## src/rtl/multi_timer_pkg.sv

```systemverilog
// Shared definitions for the multi-channel timer: FSM states, register offsets,
// CTRL bit positions and MODE codes.
package multi_timer_pkg;

  typedef enum logic [1:0] {
    StIdle = 2'd0,
    StLoad = 2'd1,
    StCnt  = 2'd2,
    StInt  = 2'd3
  } tc_state_e;

  // Byte offsets within one channel's 16-byte window
  localparam logic [3:0] OffCtrl   = 4'h0;
  localparam logic [3:0] OffPreset = 4'h4;
  localparam logic [3:0] OffCount  = 4'h8;
  localparam logic [3:0] OffStatus = 4'hC;

  localparam int unsigned CtrlEnBit     = 0;
  localparam int unsigned CtrlModeBit   = 1;
  localparam int unsigned CtrlImBit     = 3;
  localparam int unsigned StatusPendBit = 0;

  localparam logic ModeOneShot  = 1'b0;
  localparam logic ModePeriodic = 1'b1;

  function automatic logic [31:0] ctrl_word(logic en, logic mode, logic im);
    logic [31:0] w;
    w = '0;
    w[CtrlEnBit]   = en;
    w[CtrlModeBit] = mode;
    w[CtrlImBit]   = im;
    return w;
  endfunction

endpackage

```

## src/rtl/timer_channel.sv

```systemverilog
// One timer channel: CTRL/PRESET/COUNT/STATUS registers and the
// IDLE -> LOAD -> CNT -> INT countdown FSM.
module timer_channel
  import multi_timer_pkg::*;
#(
  parameter int unsigned CNT_W = 32
) (
  input  logic             clk,
  input  logic             reset,
  input  logic             ctrl_we,
  input  logic             preset_we,
  input  logic             status_we,
  input  logic [31:0]      din,
  output logic             en,
  output logic             mode,
  output logic             im,
  output logic [CNT_W-1:0] preset,
  output logic [CNT_W-1:0] count,
  output logic             pending
);

  tc_state_e        state_q, state_d;
  logic             en_q, en_d;
  logic             mode_q, im_q;
  logic             pend_q, pend_d;
  logic [CNT_W-1:0] preset_q;
  logic [CNT_W-1:0] count_q, count_d;
  logic             fsm_clr_en;
  logic             pend_set;
  logic             unused_din;

  assign unused_din = ^din;

  always_comb begin
    state_d    = state_q;
    count_d    = count_q;
    fsm_clr_en = 1'b0;
    pend_set   = 1'b0;
    unique case (state_q)
      StIdle: begin
        if (en_q) state_d = StLoad;
      end
      StLoad: begin
        count_d = preset_q;
        state_d = StCnt;
      end
      StCnt: begin
        if (!en_q) begin
          state_d = StIdle;
        end else if (count_q > CNT_W'(1)) begin
          count_d = count_q - CNT_W'(1);
        end else begin
          // count of 0 or 1 both expire here, so PRESET=0 acts like PRESET=1
          count_d  = '0;
          pend_set = 1'b1;
          state_d  = StInt;
        end
      end
      StInt: begin
        if (mode_q == ModePeriodic) begin
          state_d = StLoad;
        end else begin
          fsm_clr_en = 1'b1;
          state_d    = StIdle;
        end
      end
      default: state_d = StIdle;
    endcase
  end

  // A bus write to CTRL overrides the one-shot auto-clear of EN
  assign en_d   = ctrl_we ? din[CtrlEnBit] : (en_q & ~fsm_clr_en);
  // Expiry set beats a simultaneous write-1-to-clear
  assign pend_d = pend_set | (pend_q & ~(status_we & din[StatusPendBit]));

  always_ff @(posedge clk or posedge reset) begin
    if (reset) begin
      state_q  <= StIdle;
      en_q     <= 1'b0;
      mode_q   <= ModeOneShot;
      im_q     <= 1'b0;
      pend_q   <= 1'b0;
      preset_q <= '0;
      count_q  <= '0;
    end else begin
      state_q <= state_d;
      count_q <= count_d;
      en_q    <= en_d;
      pend_q  <= pend_d;
      if (ctrl_we) begin
        mode_q <= din[CtrlModeBit];
        im_q   <= din[CtrlImBit];
      end
      if (preset_we) preset_q <= din[CNT_W-1:0];
    end
  end

  assign en      = en_q;
  assign mode    = mode_q;
  assign im      = im_q;
  assign preset  = preset_q;
  assign count   = count_q;
  assign pending = pend_q;

endmodule

```

## src/rtl/multi_timer.sv

```systemverilog
// Multi-channel countdown timer: address decode, read mux and IRQ combine
// around NUM_CH independent timer_channel instances.
module multi_timer
  import multi_timer_pkg::*;
#(
  parameter int unsigned NUM_CH = 2,
  parameter int unsigned CNT_W  = 32
) (
  input  logic        clk,
  input  logic        reset,
  input  logic [6:0]  Addr,
  input  logic        WE,
  input  logic [31:0] Din,
  output logic [31:0] Dout,
  output logic        IRQ
);

  logic [2:0]       ch_sel;
  logic [3:0]       reg_off;
  logic             unused_addr;
  logic [NUM_CH-1:0] ch_en, ch_mode, ch_im, ch_pend;
  logic [CNT_W-1:0] ch_preset [NUM_CH];
  logic [CNT_W-1:0] ch_count  [NUM_CH];

  assign ch_sel      = Addr[6:4];
  assign reg_off     = {Addr[3:2], 2'b00};
  assign unused_addr = ^Addr[1:0];

  // Channel indices >= NUM_CH never match, so their writes fall away
  for (genvar g = 0; g < NUM_CH; g++) begin : g_ch
    logic ch_we;
    assign ch_we = WE && (ch_sel == 3'(g));

    timer_channel #(
      .CNT_W(CNT_W)
    ) u_chan (
      .clk      (clk),
      .reset    (reset),
      .ctrl_we  (ch_we && (reg_off == OffCtrl)),
      .preset_we(ch_we && (reg_off == OffPreset)),
      .status_we(ch_we && (reg_off == OffStatus)),
      .din      (Din),
      .en       (ch_en[g]),
      .mode     (ch_mode[g]),
      .im       (ch_im[g]),
      .preset   (ch_preset[g]),
      .count    (ch_count[g]),
      .pending  (ch_pend[g])
    );
  end

  always_comb begin
    Dout = '0;
    for (int i = 0; i < NUM_CH; i++) begin
      if (ch_sel == 3'(i)) begin
        case (reg_off)
          OffCtrl:   Dout = ctrl_word(ch_en[i], ch_mode[i], ch_im[i]);
          OffPreset: Dout = 32'(ch_preset[i]);
          OffCount:  Dout = 32'(ch_count[i]);
          OffStatus: Dout = 32'(ch_pend[i]);
          default:   Dout = '0;
        endcase
      end
    end
  end

  assign IRQ = |(ch_pend & ch_im);

endmodule

```

## config.mk

```make
export PLATFORM = sky130hd
export DESIGN_NAME = multi_timer
export DESIGN_NICKNAME = d
export VERILOG_FILES = /design/src/rtl/multi_timer_pkg.sv /design/src/rtl/timer_channel.sv /design/src/rtl/multi_timer.sv
export SDC_FILE = /design/constraint.sdc
export NUM_CORES = 1
export LEC_CHECK = 0
export ABC_AREA = 1
export ABC_CLOCK_PERIOD_IN_PS = 3700
export BUFFER_PORTS_ARGS = -buffer_cell sky130_fd_sc_hd__buf_2
export CAP_MARGIN = 20
export CELL_PAD_IN_SITES_DETAIL_PLACEMENT = 0
export CELL_PAD_IN_SITES_GLOBAL_PLACEMENT = 1
export CORE_MARGIN = 4
export CORE_UTILIZATION = 40
export CTS_CLUSTER_DIAMETER = 200
export DETAILED_ROUTE_END_ITERATION = 8
export PLACE_DENSITY = 0.74
export SYNTH_ARGS = -nofsm -noshare
export SYNTH_HDL_FRONTEND = slang
export SYNTH_SLANG_ARGS = --single-unit
```

## constraint.sdc

```tcl
create_clock -name clk -period 3.7 [get_ports clk]
set_clock_uncertainty 0.05 [all_clocks]
set_input_delay 0.185 -clock clk [delete_from_list [all_inputs] [get_ports clk]]
set_output_delay 0.185 -clock clk [all_outputs]
set_load 0.02 [all_outputs]
```

==> flow_metrics.py <==
metrics = {
    "floorplan": {
        "start_util_pct": 41.1,
        "die_h_microns": 156,
        "core_area_sq_um": 21300,
        "rows": 53,
        "die_x_microns": 156,
        "die_area_sq_um": 24300,
        "ios": 75,
    },
    "worst_setup_path": {
        "max_stage_delay_ns": 0.60,
        "cp.depth": 6,
        "timing.critical_path.cells": "nor2_2 > buf_4 > nand2_1 > nand2_1 > inv_1 > a22oi_1",
        "r2r_end": "g_ch[1].u_chan.count[7]",
        "path_max_fanout": 29,
        "cp_top_family": "buffers and inverters",
        "reg2reg_from": "g_ch[1].u_chan.state_q[0]",
        "crit_slowest_cell": "inv_1",
        "cp.required_ns": 3.98,
        "path_buf_inv": 2,
        "start_kind": "register",
        "critical_path_arrival_ns": 2.85,
        "regToRegSetupSlack_ns": 1.12,
        "criticalPathCategory": "reg2reg",
        "crit_top_cell": "nand2_1",
        "startpoint": "g_ch[1].u_chan.state_q[0]",
        "cp-end-kind": "register",
        "reg2regPathDepth": 6,
    },
    "synthesis": {
        "synthArstFlopShare_pct": 100,
        "ys_warn_count": 0,
        "synth.distinct_cells": 37,
        "synth_top_cell_area_share_pct": 40.0,
        "mappedNetlistArea_sq_um": 8750,
        "synthAdderAreaFrac_pct": 0.572,
        "syn_inst": 1222,
        "yosys.area_share.xor_xnor_pct": 3.60,
        "yosysTopAreaCell": "dfrtp_1",
        "yosysMostFrequentCell": "nand2_1",
        "synthMuxAreaShare_pct": 0.515,
        "synth_edf_count": 0,
        "synth_commonest_cells": "270 x nand2_1, 168 x inv_1, 158 x nor2_1",
        "syn-num-nets": 1268,
        "synthFlopType": "dfrtp_1",
        "synth_compound_gate_area_share_pct": 19.9,
        "seq_area_frac_synth_pct": 40.0,
        "synth_simple_gate_area_share_pct": 25.2,
        "synth_top_family_by_area": "simple AND/OR/NAND/NOR gates",
        "synth-seq-cells": 140,
        "synth.avg_cell_area_sq_um": 7.16,
        "synth_area_leaders": "dfrtp_1 40%, nand2_1 12%, inv_1 7.2%",
    },
    "cts": {
        "cts-htree-levels": 4,
        "cts_made_buffers": 17,
        "cts-root-buf": "clkbuf_16",
        "clock_latency_ns": 0.43,
        "post_cts_resized": 0,
        "cts_tree": "built",
        "clock-sinks": 140,
        "clock_path_buffers": 2,
        "cts.clk_slew.worst_paths_ns": 0.06,
    },
    "power": {
        "powerDensity_nw_per_um2": 669,
        "power.leakage_uw": 0.00494,
        "power_uw": 6900,
        "ir_drop_mv": 0.284,
    },
    "grt": {
        "grt_max_degree": 82,
        "grt_pass1_wl_mm": 46.0,
        "gr-total-overflow": 0,
        "antenna_found_initial": 0,
        "grt_pass1_vias": 8114,
        "grtUsageTotal_pct": 24.1,
    },
    "final_layout": {
        "nFillCells": 2150,
        "antenna_cells": 0,
        "seq_area_sq_um": 3500,
        "nNetsFinal": 1351,
        "postLayoutCellArea_sq_um": 10300,
        "multi_input_area_sq_um": 4370,
        "layout-drive-gt1-share_pct": 12.7,
        "areaGrowthSynthToFinish_pct": 17.9,
    },
    "drt": {
        "final_antenna_net_count": 0,
        "drcViolationCount": 0,
        "via_per_inst": 5.17,
        "routedWlPerCell_microns": 18.0,
        "vias": 8237,
        "dr.pass1.iters": 7,
        "drt-initial-drc-count": 650,
        "drt-total-wl_mm": 28.7,
    },
    "sta": {
        "fin_crit_sh_pct": 69.6,
        "maxSlewViolCount": 0,
        "tightest_slew_ns": 0.989,
        "slew-limit-headroom_pct": 34.0,
        "period_minus_slack_ns": 2.58,
        "fmax_mhz": 388,
        "worst_hold_slack_ns": 0.151,
        "finalHoldViolations": 0,
        "tns_ns": 0,
        "rsz0062_at_grt": "false",
        "setup_ws_ns": 1.12,
        "setup_viol_count_final": 0,
    },
    "hold_path": {
        "whs_endpoint": "g_ch[1].u_chan.pending",
        "min-delay-start": "WE",
        "hold_depth": 4,
        "hold_path_class": "in2reg",
    },
    "placement": {
        "dpl.hpwl_mm": 21.0,
        "post-place-ws_ns": 1.13,
        "port_buffers": 72,
        "routabilityCongestion": 0.911,
        "place_area_sq_um": 9320,
    },
    "run_status": {
        "status": "finished clean",
    },
    "run": {
        "drv_cap": 0,
    },
}
==> worst register-to-register path, cell delays in order (launching register included) <==
cell	delay, ns
dfrtp_1	0.41
nor2_2	0.11
buf_4	0.32
nand2_1	0.12
nand2_1	0.55
inv_1	0.60
a22oi_1	0.33
==> what timing repair did <==
action / in CTS / in global routing
setup buffers: 0 / 0
endpoints found under the hold margin: 60 / 0
hold buffers: 33 / 0
endpoints found under the setup margin: 0 / 0
==> worst max path at each step <==
stage,endpoint
2_1_floorplan,g_ch[0].u_chan.count[0]
3_3_place_gp,g_ch[1].u_chan.count[3]
3_5_place_dp,g_ch[1].u_chan.count[2]
4_1_cts,g_ch[1].u_chan.count[2]
5_1_grt,g_ch[1].u_chan.count[5]
6_report,g_ch[1].u_chan.count[7]
==> kinds of logic (layout without fill, tap and decap cells) <==
| family | Yosys count | after routing |
|---|---|---|
| fa+ha+maj | 4 | 4 |
| buf+inv | 225 | 321 |
| xor+xnor | 36 | 36 |
| mux | 4 | 4 |
| flops | 140 | 140 |
| simple gates | 522 | 522 |
| compound gates | 291 | 291 |
==> registers in the layout, indices dropped and copies added (netlist names) <==
register             count
g_ch.u_chan.count       64
g_ch.u_chan.en           2
g_ch.u_chan.im           2
g_ch.u_chan.mode         2
g_ch.u_chan.pending      2
g_ch.u_chan.preset      64
g_ch.u_chan.state_q      4
==> layout make-up <==
cell class / instances / share of cell area, %
clock buffer: 19 / 4.39
clock inverter: 13 / 1.83
inverter: 173 / 6.38
multi-input combinational: 857 / 42.4
sequential: 140 / 34.0
tap: 275 / 3.34
timing repair buffer: 116 / 7.74
==> metrics by stage <==
stage,cells,util (%)
after global routing,1593,48.5
after CTS,1592,48.4
after floorplan,1222,-
after detailed placement,1527,43.8
after global placement,1527,43.8
final,1593,48.5
==> power by group <==
group          internal (uW)  switching, uW
logic                    837           1680
clock network           1170            727
registers               2020            468
==> per-layer routing <==
| layer | vias up | GRT usage [%] | wire, microns |
|---|---|---|---|
| met3 | 37 | 3.36 | 1120 |
| met4 | 0 | 6.75 | 568 |
| met2 | 185 | 38.1 | 13300 |
| met5 | - | 0 | 0 |
| met1 | 3878 | 34.8 | 13800 |
| li1 | 4137 | - | - |
==> cells in the final DEF, fill, tap and decap left out, types with 35 or more instances in the layout <==
| master | netlist | final |
|---|---|---|
| dfrtp_1 | 140 | 140 |
| nand3_1 | 44 | 44 |
| inv_1 | 168 | 167 |
| o22ai_1 | 57 | 57 |
| buf_2 | 16 | 72 |
| nor2_1 | 158 | 157 |
| nand2_1 | 270 | 268 |
| o21ai_0 | 121 | 121 |
| xor2_1 | 35 | 35 |
| a21oi_1 | 46 | 46 |
Power figures use the tool's default switching activity.
